$ cat src/rtl/mult_pkg.sv
// Shared types for the carry-save sequential multiplier.
package mult_pkg;

  typedef enum logic [1:0] {IDLE, CALC, RESOLVE, DONE} mult_state_t;

  function automatic int cnt_width(input int width);
    return (width > 2) ? $clog2(width) : 1;
  endfunction

endpackage

$ cat src/rtl/csa_row.sv
// Bitwise 3:2 compressor row: s = x^y^z, c = majority(x,y,z).
module csa_row #(
  parameter int N = 8
) (
  input  logic [N-1:0] x,
  input  logic [N-1:0] y,
  input  logic [N-1:0] z,
  output logic [N-1:0] s,
  output logic [N-1:0] c
);

  assign s = x ^ y ^ z;
  assign c = (x & y) | (x & z) | (y & z);

endmodule

$ cat src/rtl/csa_seq_mult.sv
// Iterative multiplier: one partial product per cycle into carry-save
// sum/carry registers, then a single carry-propagate add and sign fix.
module csa_seq_mult
  import mult_pkg::*;
#(
  parameter int WIDTH = 8
) (
  input  logic               clk,
  input  logic               rst_n,
  input  logic               in_valid,
  output logic               in_ready,
  input  logic               in_signed,
  input  logic [WIDTH-1:0]   in_a,
  input  logic [WIDTH-1:0]   in_b,
  output logic               out_valid,
  input  logic               out_ready,
  output logic [2*WIDTH-1:0] out_p,
  output logic               busy
);

  localparam int PW = 2 * WIDTH;
  localparam int CW = cnt_width(WIDTH);
  localparam logic [CW-1:0] CNT_LAST = CW'(WIDTH - 1);

  mult_state_t state, state_nxt;

  logic [WIDTH-1:0] ma, mb;
  logic             neg;
  logic [CW-1:0]    cnt;
  logic [PW-1:0]    sum, carry, pp, sum_nxt, carry_nxt, mag;
  logic             accept;

  assign in_ready = (state == IDLE) || (state == DONE && out_ready);
  assign accept   = in_valid && in_ready;
  assign busy     = (state == CALC) || (state == RESOLVE);

  assign pp  = mb[cnt] ? (PW'(ma) << cnt) : '0;
  assign mag = sum + (carry << 1);

  csa_row #(.N(PW)) u_csa_row (
    .x(sum),
    .y(carry << 1),
    .z(pp),
    .s(sum_nxt),
    .c(carry_nxt)
  );

  always_ff @(posedge clk or negedge rst_n) begin
    if (!rst_n) state <= IDLE;
    else        state <= state_nxt;
  end

  always_comb begin
    state_nxt = state;
    case (state)
      IDLE:    if (accept) state_nxt = CALC;
      CALC:    if (cnt == CNT_LAST) state_nxt = RESOLVE;
      RESOLVE: state_nxt = DONE;
      DONE:    if (out_ready) state_nxt = accept ? CALC : IDLE;
      default: state_nxt = IDLE;
    endcase
  end

  // Magnitudes are taken at accept so the array only ever adds unsigned terms.
  always_ff @(posedge clk or negedge rst_n) begin
    if (!rst_n) begin
      ma        <= '0;
      mb        <= '0;
      neg       <= 1'b0;
      cnt       <= '0;
      sum       <= '0;
      carry     <= '0;
      out_p     <= '0;
      out_valid <= 1'b0;
    end else begin
      if (accept) begin
        ma    <= (in_signed && in_a[WIDTH-1]) ? -in_a : in_a;
        mb    <= (in_signed && in_b[WIDTH-1]) ? -in_b : in_b;
        neg   <= in_signed & (in_a[WIDTH-1] ^ in_b[WIDTH-1]);
        cnt   <= '0;
        sum   <= '0;
        carry <= '0;
      end else if (state == CALC) begin
        sum   <= sum_nxt;
        carry <= carry_nxt;
        cnt   <= cnt + CW'(1);
      end

      if (state == RESOLVE) begin
        out_p     <= neg ? -mag : mag;
        out_valid <= 1'b1;
      end else if (state == DONE && out_ready) begin
        out_valid <= 1'b0;
      end
    end
  end

endmodule
$ cat config.mk
export PLATFORM = sky130hd
export DESIGN_NAME = csa_seq_mult
export DESIGN_NICKNAME = d
export VERILOG_FILES = /design/src/rtl/mult_pkg.sv /design/src/rtl/csa_row.sv /design/src/rtl/csa_seq_mult.sv
export SDC_FILE = /design/constraint.sdc
export NUM_CORES = 1
export LEC_CHECK = 0
export BUFFER_PORTS_ARGS = -buffer_cell sky130_fd_sc_hd__clkbuf_2
export CAP_MARGIN = 20
export CORE_ASPECT_RATIO = 0.5
export CORE_UTILIZATION = 39
export DETAILED_ROUTE_END_ITERATION = 16
export PLACE_DENSITY = 0.6
export SLEW_MARGIN = 20
export SYNTH_ARGS = -nofsm -noshare
export SYNTH_HDL_FRONTEND = slang
export SYNTH_SLANG_ARGS = --single-unit
$ cat constraint.sdc
create_clock -name clk -period 2.8 [get_ports clk]
set_clock_uncertainty 0.1 [all_clocks]
set_input_delay 0.84 -clock clk [delete_from_list [all_inputs] [get_ports clk]]
set_output_delay 0.84 -clock clk [all_outputs]
set_load 0.05 [all_outputs]
==> impl_metrics.json <==
{
  "multi_input_area_sq_um": 3130,
  "grt_max_degree": 51,
  "io-pin-count": 40,
  "p_leak_nw": 2.71,
  "drt_iter0_drc": 161,
  "ir_worst_vdd_mv": 0.500,
  "status": "complete, no violations",
  "htreeDepth": 3,
  "gp_congestion": 0.867,
  "p_total_mw": 7.16,
  "via_per_inst": 5.13,
  "seq_area_sq_um": 1750,
  "synth_nets": 604,
  "tns_ps": 0,
  "synth_cell_types": 64,
  "path_class": "reg -> reg",
  "final_cells": 761,
  "synth_top_flop_cell": "dfrtp_1",
  "rsz0062_at_grt": "true",
  "syn_to_final_growth_pct": 18.0,
  "drive_gt1_share_pct": 21.0,
  "cts_buffers": 9,
  "synthCells": 543,
  "cts_tree": "done",
  "synth_area_sq_um": 4980,
  "diodes": 0,
  "relSlewSlack_pct": 57.6,
  "die_h_um": 81.9,
  "maxCapViolCount": 0,
  "fin_crit_ps": 2750,
  "setup_viol": 0,
  "crit_fanout": 4,
  "first_global_vias": 3661,
  "dpl.cell_count": 741,
  "hold_ws_ps": 370,
  "rows": 28,
  "max_freq_ghz": 0.364,
  "ys_ff_latch": 70,
  "vias": 3904,
  "fin_ws_ps": 54.8,
  "end_kind": "flip-flop",
  "drc": 0,
  "root_buffer": "clkbuf_16",
  "ant_nets": 0,
  "post_drt_wl_per_cell_um": 14.6,
  "nets": 654,
  "insertion_delay_ps": 340,
  "hpwlAfterDp_um": 8330,
  "stdcell_area_sq_um": 5870,
  "placed_cell_area_sq_um": 5440,
  "synth.avg_cell_area_sq_um": 9.17,
  "grt_pass1_wl_um": 18600,
  "clock_sinks": 70,
  "crit_required_ps": 2920,
  "dr.pass1.iters": 4,
  "layout_commonest_cell": "dfrtp_1",
  "nFillCells": 1191,
  "finalMaxSlewViolations": 0,
  "arrival_ps": 2860,
  "hp-class": "in -> async",
  "tightest_slew_ps": 636,
  "clock_path_buffers": 2,
  "final_cell_mix": "dfrtp_1, nor2_1, nand2_1",
  "core-area_sq_um": 12100,
  "antenna_found_initial": 0,
  "synth_warnings": 0,
  "clk_pin_slew_ps": 50,
  "p_per_area_nw_per_um2": 1220,
  "worstSetupStartpointType": "flip-flop",
  "post-route-util_pct": 48.5,
  "wl_um": 11100,
  "initial_utilization_pct": 41.1,
  "die_x_um": 162,
  "ys_seq_area_share_pct": 35.2,
  "fin_crit_sh_pct": 98.0,
  "die_area_sq_um": 13200,
  "ys_async_sr_fraction_pct": 100,
  "grt.total_usage_pct": 18.2,
  "overflow": 0,
  "io_buffer_count": 39,
  "finalHoldViolCount": 0,
  "synth_edf_count": 0,
  "pre_cts_slack_ps": 7.69
}
## synthesized netlist by cell type (2+ instances only)
cell type / number / area share, %
a211oi_1: 13 / 2.0
a21o_1: 6 / 0.90
a21oi_1: 25 / 2.5
a31oi_1: 7 / 0.88
and2_1: 6 / 0.75
and3_1: 5 / 0.63
buf_1: 3 / 0.23
clkbuf_1: 20 / 1.5
dfrtp_1: 70 / 35
fa_1: 15 / 6.0
ha_1: 25 / 6.3
inv_1: 32 / 2.4
mux2_2: 10 / 2.3
mux2i_1: 31 / 6.2
mux4_2: 2 / 0.90
nand2_1: 50 / 3.8
nand2b_1: 6 / 0.75
nand3_1: 15 / 1.5
nand4_1: 4 / 0.50
nor2_1: 69 / 5.2
nor2b_1: 5 / 0.63
nor3_1: 6 / 0.60
nor3b_1: 3 / 0.45
o211ai_1: 4 / 0.60
o21ai_0: 28 / 2.8
o31ai_1: 4 / 0.60
or2_2: 3 / 0.38
or3_1: 6 / 0.75
or4_1: 2 / 0.30
xnor2_1: 19 / 3.3
xor2_1: 16 / 2.8
## where the power goes
part           leakage (nW)  switching, mW  internal, mW
Sequential            0.889          0.335          1.42
Combinational          1.69           2.67          1.70
Clock                 0.128          0.420         0.611
## path summary, 6_finish.rpt
check                         start  cells past startpoint   endpoint  slack (ps)
setup reg to reg           carry[0]                     11  out_p[11]          50
min in group clk              mb[5]                      2      mb[5]         370
hold / removal                rst_n                      1      mb[0]         370
setup / recovery           carry[0]                     11  out_p[11]          50
max in group asynchronous     rst_n                      2   out_p[0]        1590
hold reg to reg               mb[5]                      2      mb[5]         370
## state kept, by name, indices dropped and copies added, names as in the netlist
signal / flops
carry: 15
out_p: 16
out_valid: 1
neg: 1
ma: 8
sum: 16
state: 2
mb: 8
cnt: 3
## repair_timing
action                     CTS  global route
hold buffers                 0             0
buffers inserted             0             6
setup endpoints to repair    1             8
resized for setup            1            23
pin swaps                    1            15
## metal layers
metal / global-route usage [%] / up-vias / wire [um]
li1: - / 1986 / -
met1: 26.8 / 1837 / 5900
met2: 26.3 / 71 / 4530
met3: 4.19 / 10 / 556
met4: 5.66 / 0 / 124
met5: 0 / - / 0
## logic make-up (layout without fill, tap and decap cells)
| group | count (synthesis) | count (layout) | share of synthesized area [%] |
|---|---|---|---|
| DFF | 70 | 70 | 35.2 |
| adders and majority gates | 40 | 40 | 12.3 |
| and+or+nand+nor | 189 | 189 | 18.1 |
| AOI/OAI and AO/OA | 106 | 106 | 14.1 |
| buffers and inverters | 60 | 113 | 4.72 |
| xor gates and xnor gates | 35 | 35 | 6.16 |
| muxes | 43 | 43 | 9.40 |
## critical path: stages, from the launching register on
cell      delay [ps]
dfrtp_1          350
ha_2             190
inv_2             40
fa_2             400
nor2b_4          150
o22ai_2          100
xor2_2           260
nand4b_1         220
buf_4            200
o41ai_4          360
xnor2_2          180
a21oi_2           80
## layout make-up
cell class	instances	share of cell area, %
inverters	34	2.17
clock inverters	2	0.170
well taps	165	3.51
multi-input cells	413	53.3
flip-flops and latches	70	29.8
repair buffers	65	6.86
clock buffers	12	4.20
(Power assumes the default switching activity.)
